[src/rtl/mips_run_pkg.sv]
// Shared types and constants for the MIPS run controller: FSM states, halt/reset
// addresses and the halt-condition helper.
package mips_run_pkg;

    typedef enum logic [1:0] {
        IDLE       = 2'd0,
        RESET_HOLD = 2'd1,
        RUN        = 2'd2,
        DONE       = 2'd3
    } run_state_t;

    localparam logic [31:0] HALT_ADDR    = 32'h0000_0000;
    localparam logic [31:0] RESET_VECTOR = 32'hBFC0_0000;

    // The CPU signals completion by going inactive with its PC parked on HALT_ADDR.
    function automatic logic is_halt(input logic active, input logic [31:0] instr_address);
        return !active && (instr_address == HALT_ADDR);
    endfunction

endpackage

[src/rtl/mips_run_step_gen.sv]
// Per-cycle CPU clock-enable selection: forced during reset hold, free-run or
// single-step (step_req/step_ack handshake) during RUN. Outputs are registered.
module mips_run_step_gen (
    input  logic clk,
    input  logic reset,
    input  logic hold_next,
    input  logic run_next,
    input  logic step_mode,
    input  logic step_req,
    output logic step_ack,
    output logic clk_enable
);

    logic step_ack_reg, step_ack_next;
    logic clk_enable_reg, clk_enable_next;

    always_comb begin
        step_ack_next   = 1'b0;
        clk_enable_next = 1'b0;
        if (hold_next) begin
            clk_enable_next = 1'b1;
        end else if (run_next) begin
            if (!step_mode) begin
                clk_enable_next = 1'b1;
            end else if (step_req && !step_ack_reg) begin
                // A granted step blocks the following cycle, so a held
                // request produces an ack every other cycle.
                clk_enable_next = 1'b1;
                step_ack_next   = 1'b1;
            end
        end
    end

    always_ff @(posedge clk) begin
        if (reset) begin
            step_ack_reg   <= 1'b0;
            clk_enable_reg <= 1'b0;
        end else begin
            step_ack_reg   <= step_ack_next;
            clk_enable_reg <= clk_enable_next;
        end
    end

    assign step_ack   = step_ack_reg;
    assign clk_enable = clk_enable_reg;

endmodule

[src/rtl/mips_run_controller.sv]
// Owns CPU reset/clock-enable for one program run: timed reset, run, halt detect,
// result capture. Optional run timeout enabled by defining MIPS_RUN_TIMEOUT_EN.
module mips_run_controller
    import mips_run_pkg::*;
#(
    parameter int RESET_CYCLES   = 2,
    parameter int TIMEOUT_CYCLES = 1000,
    parameter int CYC_W          = 32
) (
    input  logic             clk,
    input  logic             reset,
    input  logic             start,
    input  logic             step_mode,
    input  logic             step_req,
    output logic             step_ack,
    output logic             cpu_reset,
    output logic             cpu_clk_enable,
    input  logic             cpu_active,
    input  logic [31:0]      cpu_instr_address,
    input  logic [31:0]      cpu_register_v0,
    output logic             busy,
    output logic             done,
    output logic             timed_out,
    output logic [31:0]      result,
    output logic [CYC_W-1:0] cycle_count
);

`ifdef MIPS_RUN_TIMEOUT_EN
    localparam bit TIMEOUT_EN = 1'b1;
`else
    localparam bit TIMEOUT_EN = 1'b0;
`endif

    localparam int RC_W = (RESET_CYCLES > 1) ? $clog2(RESET_CYCLES + 1) : 1;

    run_state_t        state_reg, state_next;
    logic [RC_W-1:0]   rst_cnt_reg;
    logic [CYC_W-1:0]  cycle_count_reg, cycle_count_next;
    logic [31:0]       result_reg;
    logic              timed_out_reg;
    logic              guard_reg;
    logic              cpu_reset_reg;
    logic              busy_reg;
    logic              done_reg;

    logic              load_rst;
    logic              enter_run;
    logic              halt_hit;
    logic              timeout_hit;

    mips_run_step_gen u_step_gen (
        .clk        (clk),
        .reset      (reset),
        .hold_next  (state_next == RESET_HOLD),
        .run_next   (state_next == RUN),
        .step_mode  (step_mode),
        .step_req   (step_req),
        .step_ack   (step_ack),
        .clk_enable (cpu_clk_enable)
    );

    always_comb begin
        cycle_count_next = cycle_count_reg;
        if (state_reg == RUN && cpu_clk_enable && !(&cycle_count_reg)) begin
            cycle_count_next = cycle_count_reg + 1'b1;
        end
    end

    always_comb begin
        state_next  = state_reg;
        load_rst    = 1'b0;
        enter_run   = 1'b0;
        halt_hit    = 1'b0;
        timeout_hit = 1'b0;
        case (state_reg)
            IDLE: begin
                if (start) begin
                    state_next = RESET_HOLD;
                    load_rst   = 1'b1;
                end
            end
            RESET_HOLD: begin
                if (rst_cnt_reg == '0) begin
                    state_next = RUN;
                    enter_run  = 1'b1;
                end
            end
            RUN: begin
                halt_hit = guard_reg && is_halt(cpu_active, cpu_instr_address);
                // Compare against the post-increment count so the CPU sees
                // exactly TIMEOUT_CYCLES enabled cycles; halt takes priority.
                if (halt_hit) begin
                    state_next = DONE;
                end else if (TIMEOUT_EN && (cycle_count_next == CYC_W'(TIMEOUT_CYCLES))) begin
                    state_next  = DONE;
                    timeout_hit = 1'b1;
                end
            end
            DONE: begin
                if (start) begin
                    state_next = RESET_HOLD;
                    load_rst   = 1'b1;
                end
            end
            default: state_next = IDLE;
        endcase
    end

    always_ff @(posedge clk) begin
        if (reset) begin
            state_reg       <= IDLE;
            rst_cnt_reg     <= '0;
            cycle_count_reg <= '0;
            result_reg      <= '0;
            timed_out_reg   <= 1'b0;
            guard_reg       <= 1'b0;
            cpu_reset_reg   <= 1'b1;
            busy_reg        <= 1'b0;
            done_reg        <= 1'b0;
        end else begin
            state_reg <= state_next;

            if (load_rst) begin
                rst_cnt_reg <= RC_W'(RESET_CYCLES - 1);
            end else if (state_reg == RESET_HOLD && rst_cnt_reg != '0) begin
                rst_cnt_reg <= rst_cnt_reg - 1'b1;
            end

            if (enter_run) begin
                cycle_count_reg <= '0;
                result_reg      <= '0;
                timed_out_reg   <= 1'b0;
                guard_reg       <= 1'b0;
            end else if (state_reg == RUN) begin
                cycle_count_reg <= cycle_count_next;
                // Guard keeps stale pre-reset CPU outputs from looking like a halt.
                if (cpu_clk_enable) begin
                    guard_reg <= 1'b1;
                end
                if (halt_hit) begin
                    result_reg <= cpu_register_v0;
                end else if (timeout_hit) begin
                    result_reg    <= '0;
                    timed_out_reg <= 1'b1;
                end
            end

            cpu_reset_reg <= (state_next == IDLE) || (state_next == RESET_HOLD);
            busy_reg      <= (state_next == RESET_HOLD) || (state_next == RUN);
            done_reg      <= (state_next == DONE);
        end
    end

    assign cpu_reset   = cpu_reset_reg;
    assign busy        = busy_reg;
    assign done        = done_reg;
    assign timed_out   = timed_out_reg;
    assign result      = result_reg;
    assign cycle_count = cycle_count_reg;

endmodule

[config.mk]
export PLATFORM = sky130hd
export DESIGN_NAME = mips_run_controller
export DESIGN_NICKNAME = d
export VERILOG_FILES = /design/src/rtl/mips_run_pkg.sv /design/src/rtl/mips_run_step_gen.sv /design/src/rtl/mips_run_controller.sv
export SDC_FILE = /design/constraint.sdc
export NUM_CORES = 1
export LEC_CHECK = 0
export CORE_MARGIN = 4
export CORE_UTILIZATION = 28
export CTS_CLUSTER_DIAMETER = 120
export DETAILED_ROUTE_END_ITERATION = 7
export PLACE_DENSITY = 0.61
export SKIP_CTS_REPAIR_TIMING = 1
export SYNTH_ARGS = -nofsm -noshare
export SYNTH_HDL_FRONTEND = slang
export SYNTH_SLANG_ARGS = --single-unit
[constraint.sdc]
create_clock -name clk -period 3.75 [get_ports clk]
set_input_delay 0.75 -clock clk [delete_from_list [all_inputs] [get_ports clk]]
set_output_delay 0.75 -clock clk [all_outputs]
set_load 0.03 [all_outputs]
==> qor.csv, run 1 <==
metric,value,unit
Core Rows,39,
"critical path, cell by cell",clkdlybuf4s50_1 > nor4_1 > nand4_1 > nor4_4 > buf_4 > mux2i_1 > nor2_1,
Synth async-reset ratio,0,
Hold EP,result[2],
Die H,117,um
total of max-cap violations,0,
layout cells sized above 1,0.0653,
worst r2r src,state_reg[0],
DIE AREA,0.0138,sq mm
DP Area,0.00488,sq mm
CTS max path bufs,2,
Synth Cell Area,0.00334,sq mm
slowest library cell on the worst path,buf_4,
RSZ-0062 raised after global routing,no,
Via density,4.95,
outcome,"complete, no violations",
setup TNS,0,ps
final antenna-violating net count,0,
pin count of the biggest net entering global routing,40,
vias in the first global route,3310,
Power Dens Cells,448,mW/mm^2
first-pass GRT wire length,15600,um
worst hold stages,2,
worst setup margin,1190,ps
Worst setup SP type,input port,
most numerous cell in the Yosys netlist,dfxtp_1,
clk_skew,4.95,ps
min cycle time layout,2560,ps
Setup crit end kind,flip-flop,
syn_area_per_cell,8.87,sq um
clock root buffer,clkbuf_16,
# diodes,0,
CTS buffer count,9,
I/O pin count,140,
crit path DAT,2760,ps
cell area after layout,0.00525,sq mm
post-synth top area cell,dfxtp_1,
register area share after synthesis,0.443,
DR iter-0 viols,144,
Flop pwr share,0.359,
maximum VDD drop,231,uV
Final Util,0.454,
"EDFF count, synth",0,
post-synthesis cell count,377,
DRC Markers,0,
final slew viol count,0,
clk_lat worst skew,330,ps
clock network fraction of total power,0.449,
initial antenna violation count,0,
Final HPWL DP,7320,um
R2R depth,7,
H-Tree Depth,3,
core area,0.0116,sq mm
Synth Net Count,456,
fmax,391,MHz
Die X,117,um
total number of vias,3286,
NetSw,0.616,mW
worst path required time,3950,ps
prevailing post-synth register cell,dfxtp_1,
Sw Share,0.262,
Setup Viol. Count Final,0,
Post-Place Setup Slack,823,ps
Synth area leaders,"dfxtp_1 (44%), mux2i_1 (9.9%), nor2_1 (6.6%)",
Critical R2R Capture,cycle_count[21],
Initial Util,0.289,
final hold vios,0,
synth cell count leaders,"dfxtp_1 (74), nor2_1 (59), mux2i_1 (33)",
Clock Sinks,74,
flop-to-flop setup slack,1340,ps
hold wc startpoint,result[2],
grt total ovfl,0,
Syn-to-layout area delta,57.0,%
TritonCTS clock tree,yes,
CP peak stage delay,500,ps
Fillers,1104,
Ys Warns,0,
worst hold path class,flip-flop to flip-flop,
post-synth top area share,0.443,
crit path max fanout,32,
wire length per cell,14.5,um
kind of critical path,input port to flip-flop,
fin crit share,0.683,
Comb pwr share,0.192,
relative slew slack,0.624,
PortBufs,138,
P_leak,1.80,nW
synth unique cells,45,
number of synthesized register bits,74,
fin nets,595,
Worst Tran Pin Value,557,ps
cell internal pwr,1.73,mW
GPL Wtd Cong,0.781,
Worst-path clk slew,60,ps
drt pass-1 iters,4,
Total Routed Length,9660,um
All-Layer GR Usage,0.145,
power groups by stage:
stage          combinational, mW  sequential [mW]  clock, mW
2_1_floorplan              0.253            0.884          0
3_3_place_gp               0.447            0.860          0
3_5_place_dp               0.458            0.861          0
4_1_cts                    0.460            0.844       1.08
5_1_grt                    0.512            0.848       1.12
6_report                   0.451            0.844       1.06
worst max-delay path by stage:
stage / startpoint / to
floorplan: cpu_instr_address[29] / cpu_reset
global placement: cpu_instr_address[29] / result[1]
detailed placement: cpu_instr_address[29] / result[4]
CTS: cpu_instr_address[29] / result[27]
global route: cpu_instr_address[29] / result[26]
finish: cpu_instr_address[29] / result[27]
cell usage in the layout, fill, tap and decap left out, drive strengths merged, types with 2 or more instances in the layout:
master	n
clkdlybuf4s50	138
dfxtp	74
nor2	59
mux2i	33
nand2	27
a21oi	24
o21ai	20
or3	16
nand4	14
nand3	11
nor4	11
inv	10
ha	9
clkbuf	9
o31ai	5
or4	5
and4	4
and3	4
bufinv	4
buf	4
or2	4
nor2b	3
xor2	3
nand2b	3
xnor2	3
a31o	3
nor3	2
o211ai	2
a41oi	2
a31oi	2
a41o	2
clkinv	2
logic make-up after synthesis:
logic type / after synthesis / share of synthesized area
AND/OR/NAND/NOR: 165 / 0.258
flip-flops: 74 / 0.443
AO/OA/AOI/OAI: 64 / 0.117
multiplexers: 34 / 0.102
buffers and inverters: 24 / 0.0292
adder cells (fa/ha/maj): 9 / 0.0337
XOR/XNOR: 6 / 0.0157
other: 1 / 0.00112
routing by layer:
metal | GRT usage | wire length, um | vias to the layer above
met1 | 0.165 | 3960 | 1526
met4 | 0.0436 | 99 | 0
met3 | 0.0576 | 882 | 9
li1 | - | - | 1636
met5 | 0 | 0 | -
met2 | 0.248 | 4720 | 115
through the flow:
step	total power [mW]	cells	hold WS, ps
floorplan	1.14	377	436
global placement	1.31	648	472
detailed placement	1.32	648	481
CTS	2.39	664	497
global route	2.48	664	521
finish	2.35	664	488
worst max-delay path: cells and delay by family:
family | cells | cell delay, ps
buffers and inverters | 2 | 910
AND/OR/NAND/NOR | 4 | 820
multiplexers | 1 | 250
final cells by class:
type,count,area (sq um),area share
Clock buffer,9,225,0.0429
Clock inverter,7,141,0.0269
Inverter,10,37.5,0.00715
Multi-Input combinational cell,279,1780,0.338
Sequential cell,74,1480,0.282
Tap cell,143,179,0.0341
Timing Repair Buffer,142,1410,0.269
(Power assumes the default switching activity.)
==> run 2, diff against run 1 <==
- clock period: 3.75 -> 2.7 ns (I/O delays scaled with it)
==> run 2 against run 1 <==
Critical path depth stayed put. Wire length is 0.68% lower. Non-clock buffer count is 5 higher. Sequential power is 39% higher. First-iteration DRC count is 17% lower. Clock-buffer cell count stayed put.
==> qor.csv, run 2 (synthesis results as in run 1) <==
metric,value,unit,change
outcome,"complete, no violations",,
Hold EP,result[19],,
worst hold path class,flip-flop to flip-flop,,
CTS buffer count,9,,unchanged
total of max-cap violations,0,,unchanged
hold wc startpoint,result[19],,
most frequent cells in the layout,"clkdlybuf4s50_1 (138), dfxtp_1 (74), nor2_1 (59)",,
Worst Tran Pin Value,556,ps,-0.459 ps
Power Dens Cells,610,mW/mm^2,+36%
Setup Viol. Count Final,0,,unchanged
final hold vios,0,,unchanged
fin nets,600,,+0.84%
Setup crit end kind,flip-flop,,
CTS max path bufs,2,,unchanged
Critical R2R Capture,cycle_count[21],,
Core Rows,39,,unchanged
CP top delay family,compound AO/OA/AOI/OAI gates,,
wire length per cell,14.3,um,-1.4%
Via density,4.91,,-0.84%
core area,0.0116,sq mm,unchanged
H-Tree Depth,3,,unchanged
Die X,117,um,unchanged
Die H,117,um,unchanged
fin crit share,0.880,,
footprint of the multi-input gates,0.00178,sq mm,unchanged
Final HPWL DP,7380,um,+0.81%
Total Routed Length,9590,um,-0.68%
Worst-path clk slew,60,ps,about the same
DIE AREA,0.0138,sq mm,unchanged
min cycle time layout,2380,ps,
CP peak stage delay,470,ps,-30 ps
Clock Sinks,74,,unchanged
maximum VDD drop,305,uV,+32%
clk_skew,6.36,ps,+1.42 ps
relative slew slack,0.624,,about the same
final slew viol count,0,,unchanged
placed insts,653,,+0.77%
total number of vias,3283,,-0.091%
Final Util,0.456,,+0.00216
worst path required time,2920,ps,-1030 ps
I/O pin count,140,,unchanged
CP Buf/Inv Count,1,,-1
PortBufs,138,,unchanged
kind of critical path,flip-flop to flip-flop,,
P_leak,1.82,nW,+0.98%
clock root buffer,clkbuf_16,,
minimum hold slack,487,ps,-1.36 ps
post-route non-filler standard cell count,669,,+0.75%
final antenna-violating net count,0,,unchanged
layout cells sized above 1,0.0741,,+0.00889
crit path DAT,2600,ps,-160 ps
Fillers,1127,,+2.1%
TritonCTS clock tree,yes,,
DRC Markers,0,,unchanged
Critical Path Start,state_reg[0],,
R2R depth,7,,unchanged
initial antenna violation count,0,,unchanged
"critical path, cell by cell",inv_1 > ha_1 > nand4_1 > or4_4 > a41oi_1 > a31oi_1 > a41o_1,,
Worst setup SP type,flip-flop,,
GPL Wtd Cong,0.768,,-1.6%
drt pass-1 iters,4,,unchanged
setup TNS,0,ps,unchanged
slowest library cell on the worst path,or4_4,,
vias in the first global route,3256,,-1.6%
All-Layer GR Usage,0.141,,-0.00350
crit path max fanout,8,,-75%
RSZ-0062 raised after global routing,no,,
clk_lat worst skew,330,ps,about the same
Initial Util,0.289,,unchanged
flop-to-flop setup slack,320,ps,-1020 ps
worst hold stages,2,,unchanged
Syn-to-layout area delta,57.8,%,
DR iter-0 viols,119,,-17%
worst r2r src,state_reg[0],,
grt total ovfl,0,,unchanged
"most common cell after layout, fill and taps aside",clkdlybuf4s50_1,,
# diodes,0,,unchanged
pin count of the biggest net entering global routing,40,,unchanged
Reg area,0.00148,sq mm,unchanged
first-pass GRT wire length,15300,um,-2.0%
Total Power,3.22,mW,+37%
fmax,421,MHz,
[run 2: cell count changes in the layout (fill, tap and decap cells not counted)]
cell and delta:
bufinv_16 -1, inv_6 +1, clkinv_2 +1, buf_12 +1
buf_4 +4, clkinv_4 -1
[run 2: worst max path at each step]
stage,to,cells after the start
CTS,cycle_count[21],7
detailed placement,result[11],8
global placement,result[1],8
floorplan,cpu_reset,6
global route,cycle_count[19],7
finish,cycle_count[21],7
[run 2: layout make-up]
type / instances / area share
repair buffers: 147 / 0.277
inverters: 10 / 0.00711
flip-flops and latches: 74 / 0.281
multi-input cells: 279 / 0.336
well taps: 143 / 0.0339
clock buffers: 9 / 0.0427
clock inverters: 7 / 0.0221
[run 2: stage by stage]
| step | setup WS, ps | cell area [sq um] |
|---|---|---|
| final | 323 | 5280 |
| after global routing | 126 | 5280 |
| after CTS | 323 | 5280 |
| after detailed placement | 59.8 | 4930 |
| after global placement | 98.8 | 4930 |
| after floorplan | 407 | 3340 |
[run 2: where the power goes]
part           leakage (nW)  switching (mW)  total (mW)  internal (mW)
combinational          1.05           0.366       0.676          0.310
sequential            0.597          0.0325        1.17           1.14
clock                 0.166           0.468        1.37          0.902
[run 2: tightest hold or removal path, delay by kind of cell, from the launching register on]
| family | cells | cell delay, ps |
|---|---|---|
| simple gates | 1 | 70 |
| flops | 1 | 320 |
| mux | 1 | 60 |
[run 2: metal layers]
metal  track usage  routed length [um]
met1         0.167                4110
met2         0.236                4630
met3        0.0581                 746
met4        0.0390                 109
met5             0                   0
